==> src/rtl/regop_sequencer_if.sv <==
// Bundle between regop_sequencer and its register file / requester:
// operation request, regfile read/write port and status outputs.
interface regop_sequencer_if #(
    parameter int DW = 16,
    parameter int AW = 3
);
    logic          start;
    logic [1:0]    opcode;
    logic [1:0]    shift;
    logic [AW-1:0] rn;
    logic [AW-1:0] rm;
    logic [AW-1:0] rd;
    logic [DW-1:0] rf_data_out;
    logic [AW-1:0] readnum;
    logic [AW-1:0] writenum;
    logic          write;
    logic [DW-1:0] data_in;
    logic          busy;
    logic          done;
    logic [2:0]    status;

    modport master (
        output start, opcode, shift, rn, rm, rd, rf_data_out,
        input  readnum, writenum, write, data_in, busy, done, status
    );

    modport slave (
        input  start, opcode, shift, rn, rm, rd, rf_data_out,
        output readnum, writenum, write, data_in, busy, done, status
    );
endinterface

==> src/rtl/regop_sequencer.sv <==
// Two-operand execute sequencer: reads Rn, Rm, shifts B, runs the ALU and writes Rd.
// Optional macro REGOP_SAME_SRC_EN: skip the second read when rn == rm.
module regop_sequencer #(
    parameter int DW = 16,
    parameter int AW = 3
) (
    input  logic             clk,
    input  logic             reset,
    regop_sequencer_if.slave bus
);

    typedef enum logic [2:0] {
        S_IDLE = 3'd0,
        S_RDA  = 3'd1,
        S_RDB  = 3'd2,
        S_EXEC = 3'd3,
        S_WB   = 3'd4,
        S_DONE = 3'd5
    } state_t;

    state_t        r_state;
    state_t        w_next;
    logic [1:0]    r_opcode;
    logic [1:0]    r_shift;
    logic [AW-1:0] r_rn;
    logic [AW-1:0] r_rm;
    logic [AW-1:0] r_rd;
    logic [DW-1:0] r_a;
    logic [DW-1:0] r_b;
    logic [DW-1:0] r_c;
    logic [AW-1:0] r_readnum;
    logic [AW-1:0] r_writenum;
    logic          r_write;
    logic          r_busy;
    logic          r_done;
    logic [2:0]    r_status;
    logic          w_same_src;
    logic [DW-1:0] w_bsh;
    logic [DW-1:0] w_binv;
    logic [DW-1:0] w_c;
    logic          w_ovf;

    function automatic logic [DW-1:0] f_shift(input logic [DW-1:0] b, input logic [1:0] sh);
        logic [DW-1:0] res;
        case (sh)
            2'b00:   res = b;
            2'b01:   res = {b[DW-2:0], 1'b0};
            2'b10:   res = {1'b0, b[DW-1:1]};
            2'b11:   res = {b[DW-1], b[DW-1:1]};
            default: res = b;
        endcase
        return res;
    endfunction

    // Two's-complement overflow: operands agree in sign, result disagrees
    function automatic logic f_add_ovf(input logic [DW-1:0] x, input logic [DW-1:0] y,
                                       input logic [DW-1:0] s);
        return (x[DW-1] == y[DW-1]) && (s[DW-1] != x[DW-1]);
    endfunction

`ifdef REGOP_SAME_SRC_EN
    assign w_same_src = (r_rn == r_rm);
`else
    assign w_same_src = 1'b0;
`endif

    // State register
    always_ff @(posedge clk or posedge reset) begin
        if (reset) r_state <= S_IDLE;
        else       r_state <= w_next;
    end

    // Next-state decode
    always_comb begin
        w_next = r_state;
        case (r_state)
            S_IDLE: begin
                if (bus.start) w_next = S_RDA;
                else           w_next = S_IDLE;
            end
            S_RDA: begin
                if (w_same_src) w_next = S_EXEC;
                else            w_next = S_RDB;
            end
            S_RDB:   w_next = S_EXEC;
            S_EXEC:  w_next = S_WB;
            S_WB:    w_next = S_DONE;
            S_DONE:  w_next = S_IDLE;
            default: w_next = S_IDLE;
        endcase
    end

    // Shifter and ALU; SUB is A + ~Bsh + 1
    always_comb begin
        w_bsh  = f_shift(r_b, r_shift);
        w_binv = ~w_bsh;
        w_c    = {DW{1'b0}};
        w_ovf  = 1'b0;
        case (r_opcode)
            2'b00: begin
                w_c   = r_a + w_bsh;
                w_ovf = f_add_ovf(r_a, w_bsh, w_c);
            end
            2'b01: begin
                w_c   = r_a + w_binv + {{(DW-1){1'b0}}, 1'b1};
                w_ovf = f_add_ovf(r_a, w_binv, w_c);
            end
            2'b10: begin
                w_c   = r_a & w_bsh;
                w_ovf = 1'b0;
            end
            2'b11: begin
                w_c   = w_binv;
                w_ovf = 1'b0;
            end
            default: begin
                w_c   = {DW{1'b0}};
                w_ovf = 1'b0;
            end
        endcase
    end

    // Request capture; inputs are ignored until the FSM returns to IDLE
    always_ff @(posedge clk or posedge reset) begin
        if (reset) begin
            r_opcode <= 2'b00;
            r_shift  <= 2'b00;
            r_rn     <= {AW{1'b0}};
            r_rm     <= {AW{1'b0}};
            r_rd     <= {AW{1'b0}};
        end else if ((r_state == S_IDLE) && bus.start) begin
            r_opcode <= bus.opcode;
            r_shift  <= bus.shift;
            r_rn     <= bus.rn;
            r_rm     <= bus.rm;
            r_rd     <= bus.rd;
        end
    end

    // Operand, result and status registers
    always_ff @(posedge clk or posedge reset) begin
        if (reset) begin
            r_a      <= {DW{1'b0}};
            r_b      <= {DW{1'b0}};
            r_c      <= {DW{1'b0}};
            r_status <= 3'b000;
        end else begin
            if (r_state == S_RDA) begin
                r_a <= bus.rf_data_out;
                if (w_same_src) r_b <= bus.rf_data_out;
            end
            if (r_state == S_RDB) r_b <= bus.rf_data_out;
            if (r_state == S_EXEC) begin
                r_c      <= w_c;
                r_status <= {w_c[DW-1], w_ovf, (w_c == {DW{1'b0}})};
            end
        end
    end

    // Outputs registered from the next state so they align with the FSM
    always_ff @(posedge clk or posedge reset) begin
        if (reset) begin
            r_busy     <= 1'b0;
            r_write    <= 1'b0;
            r_done     <= 1'b0;
            r_readnum  <= {AW{1'b0}};
            r_writenum <= {AW{1'b0}};
        end else begin
            r_busy  <= (w_next != S_IDLE);
            r_write <= (w_next == S_WB);
            r_done  <= (w_next == S_DONE);
            if (w_next == S_RDA)      r_readnum <= bus.rn;
            else if (w_next == S_RDB) r_readnum <= r_rm;
            if (w_next == S_WB)       r_writenum <= r_rd;
        end
    end

    assign bus.readnum  = r_readnum;
    assign bus.writenum = r_writenum;
    assign bus.write    = r_write;
    assign bus.data_in  = r_c;
    assign bus.busy     = r_busy;
    assign bus.done     = r_done;
    assign bus.status   = r_status;

endmodule

==> src/flat_wrapper.sv <==
// flat-port wrapper written by rule: the top's interface ports become plain ports
module regop_sequencer_flat 
#(
    parameter int DW = 16,
    parameter int AW = 3
)
  (clk, reset, bus_start, bus_opcode, bus_shift, bus_rn, bus_rm, bus_rd, bus_rf_data_out, bus_readnum, bus_writenum, bus_write, bus_data_in, bus_busy, bus_done, bus_status);
  regop_sequencer_if #(.DW(DW), .AW(AW)) bus_i ();
  input  logic clk;
  input  logic reset;
  input wire logic [$bits(bus_i.start)-1:0] bus_start;
  input wire logic [$bits(bus_i.opcode)-1:0] bus_opcode;
  input wire logic [$bits(bus_i.shift)-1:0] bus_shift;
  input wire logic [$bits(bus_i.rn)-1:0] bus_rn;
  input wire logic [$bits(bus_i.rm)-1:0] bus_rm;
  input wire logic [$bits(bus_i.rd)-1:0] bus_rd;
  input wire logic [$bits(bus_i.rf_data_out)-1:0] bus_rf_data_out;
  output wire logic [$bits(bus_i.readnum)-1:0] bus_readnum;
  output wire logic [$bits(bus_i.writenum)-1:0] bus_writenum;
  output wire logic [$bits(bus_i.write)-1:0] bus_write;
  output wire logic [$bits(bus_i.data_in)-1:0] bus_data_in;
  output wire logic [$bits(bus_i.busy)-1:0] bus_busy;
  output wire logic [$bits(bus_i.done)-1:0] bus_done;
  output wire logic [$bits(bus_i.status)-1:0] bus_status;
  assign bus_i.start = bus_start;
  assign bus_i.opcode = bus_opcode;
  assign bus_i.shift = bus_shift;
  assign bus_i.rn = bus_rn;
  assign bus_i.rm = bus_rm;
  assign bus_i.rd = bus_rd;
  assign bus_i.rf_data_out = bus_rf_data_out;
  assign bus_readnum = bus_i.readnum;
  assign bus_writenum = bus_i.writenum;
  assign bus_write = bus_i.write;
  assign bus_data_in = bus_i.data_in;
  assign bus_busy = bus_i.busy;
  assign bus_done = bus_i.done;
  assign bus_status = bus_i.status;
  regop_sequencer #(.DW(DW), .AW(AW)) u_core (.clk(clk), .reset(reset), .bus(bus_i));
endmodule
==> config.mk <==
export PLATFORM = sky130hd
export DESIGN_NAME = regop_sequencer_flat
export DESIGN_NICKNAME = d
export VERILOG_FILES = /design/src/rtl/regop_sequencer_if.sv /design/src/rtl/regop_sequencer.sv /design/src/flat_wrapper.sv
export SDC_FILE = /design/constraint.sdc
export NUM_CORES = 1
export LEC_CHECK = 0
export CAP_MARGIN = 20
export CELL_PAD_IN_SITES_DETAIL_PLACEMENT = 0
export CELL_PAD_IN_SITES_GLOBAL_PLACEMENT = 1
export CORE_MARGIN = 4
export CORE_UTILIZATION = 48
export CTS_CLUSTER_DIAMETER = 40
export CTS_CLUSTER_SIZE = 16
export DETAILED_ROUTE_END_ITERATION = 10
export PLACE_DENSITY_LB_ADDON = 0.1
export SLEW_MARGIN = 20
export SYNTH_ARGS = -nofsm -noshare
export SYNTH_HDL_FRONTEND = slang
export SYNTH_SLANG_ARGS = --single-unit
==> constraint.sdc <==
create_clock -name clk -period 6.1 [get_ports clk]
set_input_delay 1.83 -clock clk [delete_from_list [all_inputs] [get_ports clk]]
set_output_delay 1.83 -clock clk [all_outputs]
set_load 0.005 [all_outputs]
==> out/metrics.yaml, run 1 <==
clock_network:
  cts_root_buf: "clkbuf_8"
  clock-sinks: 72
  htree_num_levels: 3
  cts_buffers: 9
  cts_resized: 0
  hold_buffers: 0
  clock_latency_ns: 0.35
  cts_tree: "done"
  clock_path_buffers: 2
  clk_pin_slew_ns: 0.08
  cts_setup_buffers: 0
worst_setup_path:
  crit_family: "compound AO/OA/AOI/OAI gates"
  regToRegSetupSlack_ns: 2.18
  crit_slowest_cell: "dfrtp_1"
  cpPeakStageDelay_ns: 0.87
  path_depth: 11
  crit_chain: "mux2i_1 -> o21ai_0 -> inv_1 -> fa_1 -> nor3b_4 -> o31ai_4 -> a2111oi_1 -> or4_1 -> and3_1 -> o21a_1 -> o31ai_2"
  critPathKind: "flip-flop to flip-flop"
  worstPathRequired_ns: 6.35
  arrival_ns: 4.17
  startpoint_type: "flip-flop"
  reg2reg_to: "u_core.bus.data_in[12]$_DFFE_PP0N_"
  ff2ff_path_depth: 11
  end_kind: "flip-flop"
  path_max_fanout: 18
  path_buf_inv: 1
  r2r_start: "u_core.r_shift[0]$_DFFE_PP0P_"
sta:
  period_share_pct: 64.26
  tightestPinTransition_ns: 0.8849
  fin_crit_ns: 3.920
  grt_setup_unrepaired: "false"
  clock_skew_ns: 0.01362
  slew_headroom_pct: 40.92
  fin_setup_tns_ns: 0
  fmax_ghz: 0.2551
  slew_viol_final: 0
  setup_violations: 0
  hold_viol_final: 0
global_routing:
  antenna_found_initial: 0
  grt_pass1_wl_um: 23170
  grt_pass1_vias: 4326
  gr-total-overflow: 0
  grt_start_max_net_pins: 52
  grt_usage_pct: 22.94
synthesis:
  synth_edf_count: 0
  synth_seq_cells: 72
  seq_area_frac_synth_pct: 33.73
  ys_types: 77
  synth_top_cells_by_area: "dfrtp_1 34%, mux2_2 9.1%, ha_1 7.3%, nand2_1 4.6%, mux2i_1 4.3%"
  syn-num-nets: 643
  synthCells: 578
  synthArstFlopShare_pct: 100.0
  yosysWarnings: 0
  synth.top_cell.area_share_pct: 33.73
  yosysMostFrequentCell: "dfrtp_1"
  ys_top_cells_by_count: "72 x dfrtp_1, 66 x nand2_1, 43 x mux2_2"
  synth.avg_cell_area_um2: 9.241
  yosys.area.top_type: "dfrtp_1"
  synth_area_um2: 5341
  synthFlopType: "dfrtp_1"
final_layout:
  final_nets: 687
  fill_cells: 1012
  num_antenna_cells: 0
  final_layout_size_suffix_gt1_share_pct: 13.90
  seq_area_um2: 1802
  multiInputGateArea_um2: 3249
  area_delta_synth_final_pct: 16.80
place:
  hpwl_um: 11170
  io_buffers: 59
  place_congestion: 0.9572
die:
  rows: 38
  chipHeight_um: 113.5
  start_util_pct: 49.06
  die_area_um2: 12880
  io_pins: 60
  core_um2: 10890
  fp.dieW_um: 113.5
worst_hold_path:
  min_to: "u_core.bus.writenum[1]$_DFFE_PP0P_"
  hold_depth: 2
  worstHoldStart: "u_core.r_rd[1]$_DFFE_PP0P_"
  min_path_type: "flip-flop to flip-flop"
routing:
  vias: 4500
  drtPass1Iterations: 5
  vias_per_cell: 5.875
  drc: 0
  antenna_left: 0
  routed_wl_um: 14300
  wl_per_cell_um: 18.67
  drt-initial-drc-count: 299
status:
  status: "completed"
run:
  drv_cap: 0
==> sequential cells by signal, summed over array words and instances, names as in the netlist, 3 cells and up <==
name / flops
u_core.r_state: 3
u_core.bus.writenum: 3
u_core.r_a: 16
u_core.r_rm: 3
u_core.bus.status: 3
u_core.bus.readnum: 3
u_core.r_b: 16
u_core.bus.data_in: 15
u_core.r_rd: 3
==> tightest hold or removal path: cells and delay by family, from the launching register on <==
family | cells | cell delay [ns]
flip-flops | 1 | 0.34
AND/OR/NAND/NOR | 2 | 0.10
==> through the flow <==
step	util, %	cell area [um^2]	instances	hold WS (ns)	worst slack (ns)
final	57.30	6238	766	0.4694	2.180
after global routing	57.30	6238	766	0.5099	1.903
after CTS	57.30	6238	766	0.4698	2.139
after detailed placement	55.15	6005	751	0.4487	2.160
after global placement	55.15	6005	751	0.4424	2.231
after floorplan	-	5341	578	0.4348	2.445
==> cell type report <==
class,instances,share of cell area (%)
multi-input combinational,437,52.09
clock buffer,10,2.046
inverter,36,2.166
sequential,72,28.88
clock inverter,5,1.705
timing repair buffer,66,10.31
tap,140,2.808
==> cells in the final DEF, fill, tap and decap left out, drive strengths merged, types with 6 or more instances in the layout <==
master | Yosys | routed
a211oi | 11 | 11
a21oi | 20 | 20
a31oi | 8 | 8
and3 | 10 | 10
buf | 17 | 7
clkbuf | 16 | 10
clkdlybuf4s50 | 0 | 59
dfrtp | 72 | 72
ha | 31 | 31
inv | 35 | 35
mux2 | 44 | 44
mux2i | 24 | 24
nand2 | 66 | 66
nand3 | 10 | 10
nor2 | 25 | 25
nor2b | 11 | 11
nor3 | 10 | 10
nor3b | 6 | 6
o211ai | 16 | 16
o21a | 7 | 7
o21ai | 44 | 44
o31ai | 10 | 10
==> kinds of logic (layout without fill, tap and decap cells) <==
group / count (synthesis) / in the layout / synth area share [%]
compound gates: 158 / 158 / 21.06
xor+xnor: 5 / 5 / 0.8198
fa+ha+maj: 33 / 33 / 8.011
buf+inv: 69 / 117 / 5.645
flops: 72 / 72 / 33.73
mux: 68 / 68 / 13.84
simple gates: 173 / 173 / 16.89
==> worst max-delay path by stage <==
stage,from,end,slack (ns)
after floorplan,reset,u_core.bus.busy$_DFF_PP0_,2.45
after global placement,u_core.r_shift[0]$_DFFE_PP0P_,u_core.bus.status[0]$_DFFE_PP0N_,2.23
after detailed placement,u_core.r_shift[0]$_DFFE_PP0P_,u_core.bus.data_in[12]$_DFFE_PP0N_,2.16
after CTS,u_core.r_shift[0]$_DFFE_PP0P_,u_core.bus.data_in[12]$_DFFE_PP0N_,2.14
after global routing,u_core.r_shift[0]$_DFFE_PP0P_,u_core.bus.data_in[12]$_DFFE_PP0N_,1.90
final,u_core.r_shift[0]$_DFFE_PP0P_,u_core.bus.data_in[12]$_DFFE_PP0N_,2.18
==> layer usage <==
layer	global-route usage [%]	up-vias	part of all wire, %
met4	7.772	0	2.0
met3	4.032	18	5.1
li1	-	2198	-
met5	0	-	0
met2	35.73	125	46
met1	32.34	2159	47
Power of run 1 is left out: the tool's default activity adds up to more than one toggle a clock period on the data nets, which glitch-free logic cannot reach.
==> run 2: changes to the inputs <==
--- a/config.mk
+++ b/config.mk
@@ -9,7 +9,7 @@
 export CELL_PAD_IN_SITES_DETAIL_PLACEMENT = 0
 export CELL_PAD_IN_SITES_GLOBAL_PLACEMENT = 1
 export CORE_MARGIN = 4
-export CORE_UTILIZATION = 48
+export CORE_UTILIZATION = 40
 export CTS_CLUSTER_DIAMETER = 40
 export CTS_CLUSTER_SIZE = 16
 export DETAILED_ROUTE_END_ITERATION = 10
==> constraint.sdc (replaced) <==
create_clock -name clk -period 3.3 [get_ports clk]
set_input_delay 0.99 -clock clk [delete_from_list [all_inputs] [get_ports clk]]
set_output_delay 0.99 -clock clk [all_outputs]
set_load 0.005 [all_outputs]
==> run 2 against run 1 <==
  * The run now ends with negative setup slack left
  * Core utilization shrank 1.1 points
  * Via count rose by 6.9%
  * Non-clock buffer count increased by 82
  * Highest routed layer unchanged
  * Fmax increased by 18%
  * Worst setup slack got worse by 2.2 ns
  * Critical endpoint unchanged
  * Final cell count is 15% higher
  * Clock skew rose by 0.00060 ns
  * Global-route usage down 1.3 points
  * Sequential share of layout area is 3.9 points lower
  * Worst hold slack better by 0.0063 ns
  * Final area rose by 16%
  * First-iteration DRC count fell by 6.0%
==> out/metrics.yaml, run 2 (synthesis results as in run 1) <==
status:
  status: "complete, but fails checks"
  violations: "negative setup slack"
final_layout:
  fill_cells: 1172
  num_antenna_cells: 0
  final_cell_mix: "84 x buf_4, 71 x dfrtp_1, 65 x nand2_1"
  final_common_cell: "buf_4"
  final_nets: 769
  area_delta_synth_final_pct: 34.90
  final_layout_size_suffix_gt1_share_pct: 29.48
die:
  chipHeight_um: 123.6
  io_pins: 60
  rows: 41
  core_um2: 12820
  start_util_pct: 41.65
  fp.dieW_um: 123.6
  die_area_um2: 15270
worst_hold_path:
  hold_depth: 2
  min_path_type: "flip-flop to flip-flop"
worst_setup_path:
  startpoint_type: "flip-flop"
  ff2ff_path_depth: 12
  regToRegSetupSlack_ns: -0.02
  arrival_ns: 3.57
  worstPathRequired_ns: 3.55
  r2r_start: "u_core.r_shift[0]$_DFFE_PP0P_"
  end_kind: "flip-flop"
  worstSetupEndpoint: "u_core.bus.data_in[12]$_DFFE_PP0N_"
  critPathKind: "flip-flop to flip-flop"
  path_max_fanout: 5
  reg2reg_to: "u_core.bus.data_in[12]$_DFFE_PP0N_"
  cp-startpoint: "u_core.r_shift[0]$_DFFE_PP0P_"
sta:
  fin_ws_ns: -0.02420
  tightestPinTransition_ns: 0.5806
  fin_crit_ns: 3.324
  setup_violations: 2
  period_share_pct: 100.7
  slew_viol_final: 0
  slew_headroom_pct: 60.89
  clock_skew_ns: 0.01422
  hold_viol_final: 0
  fin_setup_tns_ns: -0.02564
  grt_setup_unrepaired: "true"
  fmax_ghz: 0.3008
global_routing:
  grt_pass1_vias: 4730
  grt_usage_pct: 21.66
  grt_pass1_wl_um: 25130
  grt_start_max_net_pins: 73
  gr-total-overflow: 0
  antenna_found_initial: 0
routing:
  drtPass1Iterations: 4
  antenna_left: 0
  vias: 4809
  drt-initial-drc-count: 281
  vias_per_cell: 5.459
  drc: 0
  routed_wl_um: 16050
  wl_per_cell_um: 18.22
run:
  drv_cap: 0
clock_network:
  hold_buffers: 0
  clk_pin_slew_ns: 0.06
  cts_buffers: 9
  clock_path_buffers: 2
  cts_root_buf: "clkbuf_16"
  clock-sinks: 72
  cts_tree: "done"
  htree_num_levels: 3
  clock_latency_ns: 0.34
place:
  place_congestion: 0.9416
  hpwl_um: 12740
  io_buffers: 59
run 2: cell count changes in the layout (fill, tap and decap cells not counted), moves of 4 or more:
cell	previous run	this run
clkbuf_8	9	0
o21ai_0	39	35
buf_4	7	84
a21oi_1	19	15
clkbuf_16	0	9
a21oi_2	0	4
run 2: worst max-delay path, stage by stage (launching register included):
cell and delay, ns:
dfrtp_2 0.43, or3b_4 0.39, nand2_2 0.09, ha_2 0.18
inv_1 0.07, fa_2 0.37, nor3b_4 0.17, o31ai_4 0.39
a2111oi_4 0.14, or4_4 0.50, and3_4 0.18, o21a_1 0.17
o31ai_2 0.16
run 2: stage by stage:
| stage | setup WS (ns) | area (um^2) | std cells | utilization (%) | hold slack [ns] |
|---|---|---|---|---|---|
| after floorplan | 0.1089 | 5341 | 578 | - | 0.4348 |
| after global placement | -0.01696 | 6635 | 860 | 51.74 | 0.4455 |
| after detailed placement | -0.05388 | 6635 | 860 | 51.74 | 0.4612 |
| after CTS | -0.01658 | 6977 | 876 | 54.40 | 0.4782 |
| after global routing | -0.1282 | 7206 | 881 | 56.19 | 0.4997 |
| final | -0.02420 | 7206 | 881 | 56.19 | 0.4758 |
run 2: cell type report:
class	instances	area (um^2)	share of cell area (%)
Tap cell	172	215.2	2.987
Clock inverter	7	83.83	1.163
Inverter	36	135.1	1.875
Clock buffer	9	225.2	3.126
Multi-Input combinational cell	437	3460	48.01
Timing Repair Buffer	148	1284	17.82
Sequential cell	72	1803	25.02
run 2: per-layer routing:
layer / vias up / global-route usage (%) / routed length [um]
li1: 2368 / - / -
met1: 2338 / 29.22 / 7471
met2: 85 / 35.00 / 7633
met3: 18 / 4.620 / 643
met4: 0 / 6.436 / 305
met5: - / 0 / 0
run 2: worst min-delay path by stage:
stage                                       startpoint                            endpoint
floorplan                   u_core.r_rd[0]$_DFFE_PP0P_  u_core.bus.writenum[0]$_DFFE_PP0P_
CTS                         u_core.r_rd[0]$_DFFE_PP0P_  u_core.bus.writenum[0]$_DFFE_PP0P_
finish              u_core.bus.data_in[10]$_DFFE_PP0N_  u_core.bus.data_in[10]$_DFFE_PP0N_
global placement            u_core.r_rd[2]$_DFFE_PP0P_  u_core.bus.writenum[2]$_DFFE_PP0P_
global route        u_core.bus.data_in[10]$_DFFE_PP0N_  u_core.bus.data_in[10]$_DFFE_PP0N_
detailed placement          u_core.r_rd[0]$_DFFE_PP0P_  u_core.bus.writenum[0]$_DFFE_PP0P_
run 2: timing repair:
item	CTS	global route
setup buffers	0	4
cloned	0	1
endpoints found under the setup margin	4	8
pin swaps	3	15
gates resized for setup	5	49
Power of run 2 is left out for the same reason.
